### config.mk
export PLATFORM = sky130hd
export DESIGN_NAME = mem_port_arbiter
export DESIGN_NICKNAME = d
export VERILOG_FILES = /design/src/rtl/mem_port_arbiter.sv
export SDC_FILE = /design/constraint.sdc
export NUM_CORES = 1
export LEC_CHECK = 0
export BUFFER_PORTS_ARGS = -buffer_cell sky130_fd_sc_hd__clkbuf_2
export CORE_MARGIN = 4
export CORE_UTILIZATION = 43
export CTS_BUF_LIST = sky130_fd_sc_hd__clkbuf_16
export DETAILED_ROUTE_END_ITERATION = 7
export PLACE_DENSITY = 0.76
export SLEW_MARGIN = 20
export SYNTH_ARGS = -nofsm -noshare
export SYNTH_HDL_FRONTEND = slang
export SYNTH_SLANG_ARGS = --single-unit
### constraint.sdc
create_clock -name clk -period 1.8 [get_ports clk]
set_clock_uncertainty 0.05 [all_clocks]
set_input_delay 0.09 -clock clk [delete_from_list [all_inputs] [get_ports clk]]
set_output_delay 0.09 -clock clk [all_outputs]
set_load 0.05 [all_outputs]
### src/rtl/mem_port_arbiter.sv
// Round-robin arbiter sharing one EXRAM port between two requesters, with fixed-latency read return.
// Define MEM_ARB_IO_DECODE_EN to serve addr >= IO_BASE internally (switch input, 7-seg latch); DATA_W must be >= 16.
module mem_port_arbiter #(
    parameter int                DATA_W      = 16,
    parameter int                ADDR_W      = 16,
    parameter logic [ADDR_W-1:0] IO_BASE     = 16'hCFFD,
    parameter logic [ADDR_W-1:0] SWITCH_ADDR = 16'hCFFD,
    parameter logic [ADDR_W-1:0] SEG_ADDR    = 16'hCFFE
) (
    input  logic              clk,
    input  logic              reset,
    input  logic              req0,
    input  logic              req1,
    input  logic              we0,
    input  logic              we1,
    input  logic [ADDR_W-1:0] addr0,
    input  logic [ADDR_W-1:0] addr1,
    input  logic [DATA_W-1:0] wdata0,
    input  logic [DATA_W-1:0] wdata1,
    output logic              gnt0,
    output logic              gnt1,
    output logic              rvalid0,
    output logic              rvalid1,
    output logic [DATA_W-1:0] rdata,
    output logic [ADDR_W-1:0] mem_addr,
    output logic [DATA_W-1:0] mem_data,
    output logic              mem_wren,
    input  logic [DATA_W-1:0] mem_q,
    input  logic [7:0]        switches,
    output logic [15:0]       seg_out,
    output logic [1:0]        dbg_state
);

    localparam logic [1:0] S_IDLE  = 2'd0;
    localparam logic [1:0] S_ISSUE = 2'd1;
    localparam logic [1:0] S_RESP  = 2'd2;

    // Handshake: reqN is held with we/addr/wdata stable until gntN (a one-cycle
    // pulse) is seen; reqN high while idle is always a new request. rvalidN is a
    // one-cycle pulse qualifying the shared rdata bus.

    logic [1:0]        state_q, state_d;
    logic              last_q, last_d;
    logic              sel_q, sel_d;
    logic              we_q, we_d;
    logic              gnt0_q, gnt0_d;
    logic              gnt1_q, gnt1_d;
    logic              rvalid0_q, rvalid0_d;
    logic              rvalid1_q, rvalid1_d;
    logic [DATA_W-1:0] rdata_q, rdata_d;
    logic [ADDR_W-1:0] mem_addr_q, mem_addr_d;
    logic [DATA_W-1:0] mem_data_q, mem_data_d;
    logic              mem_wren_q, mem_wren_d;
    logic              pick1;
    logic              sel_we;
    logic [ADDR_W-1:0] sel_addr;
    logic [DATA_W-1:0] sel_wdata;

    // req0 wins a tie unless it was the last one served.
    assign pick1     = req1 && (!req0 || !last_q);
    assign sel_we    = pick1 ? we1 : we0;
    assign sel_addr  = pick1 ? addr1 : addr0;
    assign sel_wdata = pick1 ? wdata1 : wdata0;

`ifdef MEM_ARB_IO_DECODE_EN
    logic              io_q, io_d;
    logic [DATA_W-1:0] io_rdata_q, io_rdata_d;
    logic [15:0]       seg_q, seg_d;
    logic              sel_io;

    assign sel_io = (sel_addr >= IO_BASE);

    always_comb begin
        io_d       = io_q;
        io_rdata_d = io_rdata_q;
        seg_d      = seg_q;
        if (state_q == S_IDLE && (req0 || req1)) begin
            io_d = sel_io;
        end
        if (state_q == S_ISSUE && io_q) begin
            io_rdata_d = '0;
            if (mem_addr_q == SWITCH_ADDR) begin
                io_rdata_d[7:0] = switches;
            end else if (mem_addr_q == SEG_ADDR) begin
                io_rdata_d[15:0] = seg_q;
            end
            if (we_q && mem_addr_q == SEG_ADDR) begin
                seg_d = mem_data_q[15:0];
            end
        end
    end

    always_ff @(posedge clk) begin
        if (reset) begin
            io_q       <= 1'b0;
            io_rdata_q <= '0;
            seg_q      <= '0;
        end else begin
            io_q       <= io_d;
            io_rdata_q <= io_rdata_d;
            seg_q      <= seg_d;
        end
    end

    assign seg_out = seg_q;
`else
    logic unused_io_cfg;
    logic sel_io;
    logic io_q;
    logic [DATA_W-1:0] io_rdata_q;

    assign sel_io        = 1'b0;
    assign io_q          = 1'b0;
    assign io_rdata_q    = '0;
    assign seg_out       = 16'h0000;
    assign unused_io_cfg = ^{switches, IO_BASE, SWITCH_ADDR, SEG_ADDR};
`endif

    always_comb begin
        state_d    = state_q;
        last_d     = last_q;
        sel_d      = sel_q;
        we_d       = we_q;
        rdata_d    = rdata_q;
        mem_addr_d = mem_addr_q;
        mem_data_d = mem_data_q;
        gnt0_d     = 1'b0;
        gnt1_d     = 1'b0;
        rvalid0_d  = 1'b0;
        rvalid1_d  = 1'b0;
        mem_wren_d = 1'b0;
        case (state_q)
            S_IDLE: begin
                if (req0 || req1) begin
                    sel_d      = pick1;
                    last_d     = pick1;
                    we_d       = sel_we;
                    mem_addr_d = sel_addr;
                    mem_data_d = sel_wdata;
                    mem_wren_d = sel_we && !sel_io;
                    gnt0_d     = !pick1;
                    gnt1_d     = pick1;
                    state_d    = S_ISSUE;
                end
            end
            S_ISSUE: begin
                state_d = we_q ? S_IDLE : S_RESP;
            end
            S_RESP: begin
                // EXRAM q_b is valid now, one cycle after the address was presented.
                rdata_d   = io_q ? io_rdata_q : mem_q;
                rvalid0_d = !sel_q;
                rvalid1_d = sel_q;
                state_d   = S_IDLE;
            end
            default: begin
                state_d = S_IDLE;
            end
        endcase
    end

    always_ff @(posedge clk) begin
        if (reset) begin
            state_q    <= S_IDLE;
            last_q     <= 1'b1;
            sel_q      <= 1'b0;
            we_q       <= 1'b0;
            gnt0_q     <= 1'b0;
            gnt1_q     <= 1'b0;
            rvalid0_q  <= 1'b0;
            rvalid1_q  <= 1'b0;
            rdata_q    <= '0;
            mem_addr_q <= '0;
            mem_data_q <= '0;
            mem_wren_q <= 1'b0;
        end else begin
            state_q    <= state_d;
            last_q     <= last_d;
            sel_q      <= sel_d;
            we_q       <= we_d;
            gnt0_q     <= gnt0_d;
            gnt1_q     <= gnt1_d;
            rvalid0_q  <= rvalid0_d;
            rvalid1_q  <= rvalid1_d;
            rdata_q    <= rdata_d;
            mem_addr_q <= mem_addr_d;
            mem_data_q <= mem_data_d;
            mem_wren_q <= mem_wren_d;
        end
    end

    assign gnt0      = gnt0_q;
    assign gnt1      = gnt1_q;
    assign rvalid0   = rvalid0_q;
    assign rvalid1   = rvalid1_q;
    assign rdata     = rdata_q;
    assign mem_addr  = mem_addr_q;
    assign mem_data  = mem_data_q;
    assign mem_wren  = mem_wren_q;
    assign dbg_state = state_q;

endmodule

==> results of run 1 <==
power by group through the flow:
| stage | clock, W | sequential, W | combinational (W) |
|---|---|---|---|
| after floorplan | 0 | 0.00186 | 0.000516 |
| after global placement | 0 | 0.00149 | 0.00112 |
| after detailed placement | 0 | 0.00149 | 0.00113 |
| after CTS | 0.00146 | 0.00147 | 0.00123 |
| after global routing | 0.00153 | 0.00148 | 0.00133 |
| final | 0.00143 | 0.00147 | 0.00125 |
path summary, 6_finish.rpt:
path	cells after the start	to	slack (ps)
worst min-delay path	3	mem_data[15]	10
worst min register to register	1	dbg_state[1]	390
worst max register to register	4	mem_data[8]	290
worst max-delay path	4	mem_data[8]	290
per-layer routing:
metal  GRT usage  vias to the layer above  part of all wire
li1            -                     1403                 -
met1       0.265                     1365              0.38
met2       0.402                      181              0.48
met3      0.0808                       23              0.11
met4       0.110                        0             0.030
met5           0                        -                 0
logic make-up after synthesis:
family,count (synthesis)
simple gates,112
other cells,1
mux,1
compound gates,87
flops,58
buf+inv,45
synthesized netlist by cell type (all sizes together) (2+ instances only):
library cell  instances
clkbuf               15
dfxtp                58
a21oi                50
nor3                  4
buf                  30
nand2                99
a21bo                 2
nor2                  2
a311oi               32
nor2b                 2
stage by stage:
stage          instance area (sq um)  cells   util  power, W
5_1_grt                         4200    574  0.705   0.00434
4_1_cts                         4200    574  0.705   0.00416
2_1_floorplan                   2720    319      -   0.00237
3_5_place_dp                    3340    498  0.560   0.00262
3_3_place_gp                    3340    498  0.560   0.00260
6_report                        4200    574  0.705   0.00415
state kept, by name (all words and copies together) (netlist names):
| signal | cells |
|---|---|
| rvalid1 | 1 |
| gnt0 | 1 |
| rvalid0 | 1 |
| gnt1 | 1 |
| dbg_state | 2 |
| mem_data | 16 |
| mem_addr | 16 |
| last_q | 1 |
| rdata | 16 |
| mem_wren | 1 |
| sel_q | 1 |
| we_q | 1 |
placed cells by master, fill, tap and decap left out, drive strengths merged:
cell         instances
mux2i                1
clkinv               6
nand2b               1
clkbuf             149
nor3b                1
a21oi               50
nor2b                2
a21bo                2
or2                  1
nor2                 2
nand2               99
buf                  9
and2                 1
conb                16
a311oi              32
nor3                 4
a221o                1
dlygate4sd3         61
nor4b                1
a211oi               1
a21boi               1
dfxtp               58
critical path, stage by stage, from the launching register on:
cell	delay [ps]
dfxtp_1	380
a21bo_2	390
buf_12	210
nand2_1	100
a311oi_2	270
cell type report:
cell class / instances / area, sq um
Fill cell: 444 / 1760
Clock buffer: 9 / 225
Clock inverter: 6 / 25.0
Timing Repair Buffer: 210 / 1400
Multi-Input combinational cell: 216 / 1290
Sequential cell: 58 / 1160
Tap cell: 75 / 93.8
==> metrics.cfg, run 1 <==
[outcome]
outcome = completed

[global_route]
gr-total-overflow = 0
track_usage = 0.236
antenna_found_initial = 0
grt_pass1_vias = 2979
grt_max_degree = 59
grt_pass1_wl_microns = 14100

[logic_synthesis]
synth_cell_type_count = 24
synthSimpleGateAreaFrac = 0.168
synth.area.top_cells = dfxtp_1 44%, a311oi_2 16%, nand2_1 14%
yosys.area_share.xor_xnor = 0
synth_mux_area_frac = 0.00375
synth_area_leader_cell = dfxtp_1
synth_compound_area_frac = 0.287
synth_seq_cells = 58
postSynthAreaPerCell_sq_um = 8.77
async_flop_share = 0
synthAdderAreaFrac = 0
synth_top_family_by_area = compound AO/OA/AOI/OAI gates
syn_inst = 304
ys_warn_count = 0
ys.flop_type = dfxtp_1
ys_seq_area_frac = 0.435
synth_area_sq_um = 2670
synth_edf_count = 0
synth_top_cell_area_share = 0.435

[route]
wl_per_cell_microns = 15.2
ant_nets = 0
routed_via_density = 5.18
routed_wl_microns = 8750
vias = 2972
drtPass1Iterations = 4
drtIter0Drc = 132
route.detailed.drc = 0

[cells_and_area]
num_antenna_cells = 0
synthToLayoutAreaGrowth_pct = 57.3
nets = 589
drive_gt1_frac = 0.391

[cts]
cts_sinks = 58
insertion_delay_ps = 310
postCtsResizedCells = 0
htreeDepth = 3
clkTransAtPathRegs_ps = 50
cts_tree = built
cts_buffers = 9
cts_max_path_buffers = 2
cts_setup_buffers = 0
cts_hold_buffers = 61
cts-root-buf = clkbuf_16

[hold_path]
hp-start = wdata0[15]
hold_path.class = primary input to flop

[power_and_ir_drop]
p_comb_frac = 0.301
vdd_ir_drop_max_uv = 612
clkPwrFrac = 0.344
switching_share = 0.349
power_frac_seq = 0.355
power_switching_w = 0.00145
p_per_area_nw_per_um2 = 989
p_leak_nw = 1.91
internal_power_w = 0.00270

[worst_setup_path]
cp.required_ps = 1970
worstPathArrival_ps = 1680
cp-start-kind = flop
rr_startpoint = last_q
worstPathMaxFanout = 22
crit_start = last_q
critical_path_class = flop to flop
crit_path_end_kind = flop

[timing]
fin_crit_sh = 0.837
maxSlewViolCount = 0
slew_headroom = 0.572
worst_pin_slew_ps = 642
hold_viol_final = 0
fin_setup_tns_ps = 0
rsz0062_at_grt = false
fin_ws_ps = 293
finalSetupViolations = 0
fin_hold_ws_ps = 10.5
finalCriticalPeriod_ps = 1510
fmax_mhz = 663

[place]
port_buffers = 140
globalplace.congestion = 0.758
hpwl_microns = 5000
pre_cts_slack_ps = 381

[floorplan]
fp.dieW_microns = 86.8
die_area_sq_um = 7530
std_cell_rows = 28
ioPinCount = 165
start_util = 0.448
fp.dieH_microns = 86.8
coreArea_sq_um = 5960

[job]
cap_violations = 0

Power figures use the tool's default switching activity.
==> inputs of run 2 (changes only) <==
==> constraint.sdc (replaced) <==
create_clock -name clk -period 1.5 [get_ports clk]
set_clock_uncertainty 0.05 [all_clocks]
set_input_delay 0.075 -clock clk [delete_from_list [all_inputs] [get_ports clk]]
set_output_delay 0.075 -clock clk [all_outputs]
set_load 0.05 [all_outputs]
==> run 2 against run 1 <==
Effect of this change:
- die area unchanged
- worst setup slack got worse by 210 ps
- sequential power increased by 20%
- sequential share of layout area decreased by 1.2 points
- sequential cell count unchanged
- maximum frequency increased by 6.2%
==> metrics.cfg, run 2 (synthesized netlist as in run 1, its figures left out) <==
[place]
hpwl_microns = 5220  ; +4.5%
place_area_sq_um = 3390  ; +1.6%
port_buffers = 140  ; unchanged
globalplace.congestion = 0.749  ; -1.2%

[worst_setup_path]
cp.required_ps = 1600  ; -370 ps
cp-start-kind = flop
crit_path_end_kind = flop
critical_path_class = flop to flop
worstPathArrival_ps = 1520  ; -160 ps
worstPathMaxFanout = 33  ; +50%

[cells_and_area]
regArea_sq_um = 1160  ; +0.22%
final_cell_mix = 140 x clkbuf_2, 99 x nand2_1, 76 x dlygate4sd3_1
drive_gt1_frac = 0.386  ; -0.00468
fin_util = 0.738  ; +0.0334
final_common_cell = clkbuf_2
synthToLayoutAreaGrowth_pct = 64.8
nets = 609  ; +3.4%
multi_input_area_sq_um = 1290  ; unchanged
filler_cell_count = 411  ; -7.4%
final_area_sq_um = 4400  ; +4.7%

[cts]
cts_buffers = 9  ; unchanged
cts-root-buf = clkbuf_16
insertion_delay_ps = 310  ; about the same
postCtsResizedCells = 0  ; unchanged
cts_tree = built
cts_max_path_buffers = 2  ; unchanged
htreeDepth = 3  ; unchanged
clkTransAtPathRegs_ps = 50  ; about the same
cts_sinks = 58  ; unchanged

[timing]
fin_setup_tns_ps = 0  ; unchanged
worst_pin_slew_ps = 546  ; -96.1 ps
maxSlewViolCount = 0  ; unchanged
finalCriticalPeriod_ps = 1420  ; -88.6 ps
finalSetupViolations = 0  ; unchanged
fmax_mhz = 705  ; +6.2%
hold_viol_final = 0  ; unchanged
fin_crit_sh = 0.946  ; +0.108
rsz0062_at_grt = false
slew_headroom = 0.636  ; +0.0641

[floorplan]
fp.dieH_microns = 86.8  ; unchanged
die_area_sq_um = 7530  ; unchanged
fp.dieW_microns = 86.8  ; unchanged
ioPinCount = 165  ; unchanged
start_util = 0.448  ; unchanged
std_cell_rows = 28  ; unchanged
coreArea_sq_um = 5960  ; unchanged

[route]
route.detailed.drc = 0  ; unchanged
routed_wl_microns = 9790  ; +12%
drtIter0Drc = 140  ; +6.1%
routed_via_density = 5.22  ; +0.76%
drtPass1Iterations = 4  ; unchanged
vias = 3099  ; +4.3%
ant_nets = 0  ; unchanged
wl_per_cell_microns = 16.5  ; +8.1%

[power_and_ir_drop]
p_leak_nw = 2.01  ; +5.2%
power_switching_w = 0.00173  ; +19%
vdd_ir_drop_max_uv = 748  ; +22%
clkPwrFrac = 0.331  ; -0.013
internal_power_w = 0.00327  ; +21%
power_frac_seq = 0.354  ; about the same
p_per_area_nw_per_um2 = 1140  ; +15%
p_comb_frac = 0.315  ; +0.014
switching_share = 0.345  ; -0.00373
p_total_w = 0.00500  ; +20%

[global_route]
grt_max_degree = 34  ; -42%
grt_pass1_wl_microns = 15600  ; +10%
grt_pass1_vias = 3222  ; +8.2%
track_usage = 0.264  ; +0.0271
antenna_found_initial = 0  ; unchanged
gr-total-overflow = 0  ; unchanged

[job]
cap_violations = 0  ; unchanged

[hold_path]
hold_path.class = primary input to flop

[outcome]
outcome = completed

==> run 2: cell count changes in the layout (fill, tap and decap cells not counted), sizes merged <==
cell | before | now
inv | 0 | 4
buf | 9 | 14
diode | 0 | 1
clkinv | 6 | 1
dlygate4sd3 | 61 | 76
==> run 2: path summary, 6_finish.rpt <==
kind | slack [ps] | end | cells after the start | startpoint
setup / recovery | 80 | mem_addr[2] | 3 | dbg_state[1]
hold / removal | 9 | mem_addr[12] | 3 | addr0[12]
setup reg to reg | 80 | mem_addr[2] | 3 | dbg_state[1]
hold reg to reg | 380 | dbg_state[1] | 1 | we_q
==> run 2: layer usage <==
metal / GRT usage / wire length [microns] / up-vias
li1: - / - / 1451
met1: 0.298 / 3690 / 1429
met2: 0.455 / 4920 / 191
met3: 0.0817 / 951 / 28
met4: 0.113 / 227 / 0
met5: 0 / 0 / -
==> run 2: power by group through the flow <==
stage	registers [W]	clock network [W]	logic, W
2_1_floorplan	0.00223	0	0.000619
3_5_place_dp	0.00179	0	0.00137
5_1_grt	0.00178	0.00177	0.00166
3_3_place_gp	0.00179	0	0.00135
4_1_cts	0.00176	0.00169	0.00153
6_report	0.00177	0.00165	0.00157
==> run 2: layout make-up <==
class,count,area share
Antenna cell,1,0.000569
Clock buffer,9,0.0512
Clock inverter,5,0.00427
Multi-Input combinational cell,216,0.293
Sequential cell,58,0.265
Tap cell,75,0.0213
Timing Repair Buffer,230,0.365
==> run 2: timing repair <==
| item | in CTS | in global routing |
|---|---|---|
| buffers inserted | 0 | 0 |
| hold endpoints to repair | 47 | 0 |
| hold buffers | 76 | 0 |
==> run 2: critical path: stages (launching register included) <==
cell,delay [ps]
dfxtp_2,330
nor2_2,140
and2_4,510
a311oi_2,200
==> run 2: metrics by stage <==
stage | cells | setup WS [ps] | hold WS (ps)
2_1_floorplan | 319 | 81.4 | 161
3_3_place_gp | 503 | 138 | 251
3_5_place_dp | 503 | 116 | 254
4_1_cts | 593 | 103 | 3.10
5_1_grt | 593 | 16.5 | 23.5
6_report | 594 | 81.2 | 9.15
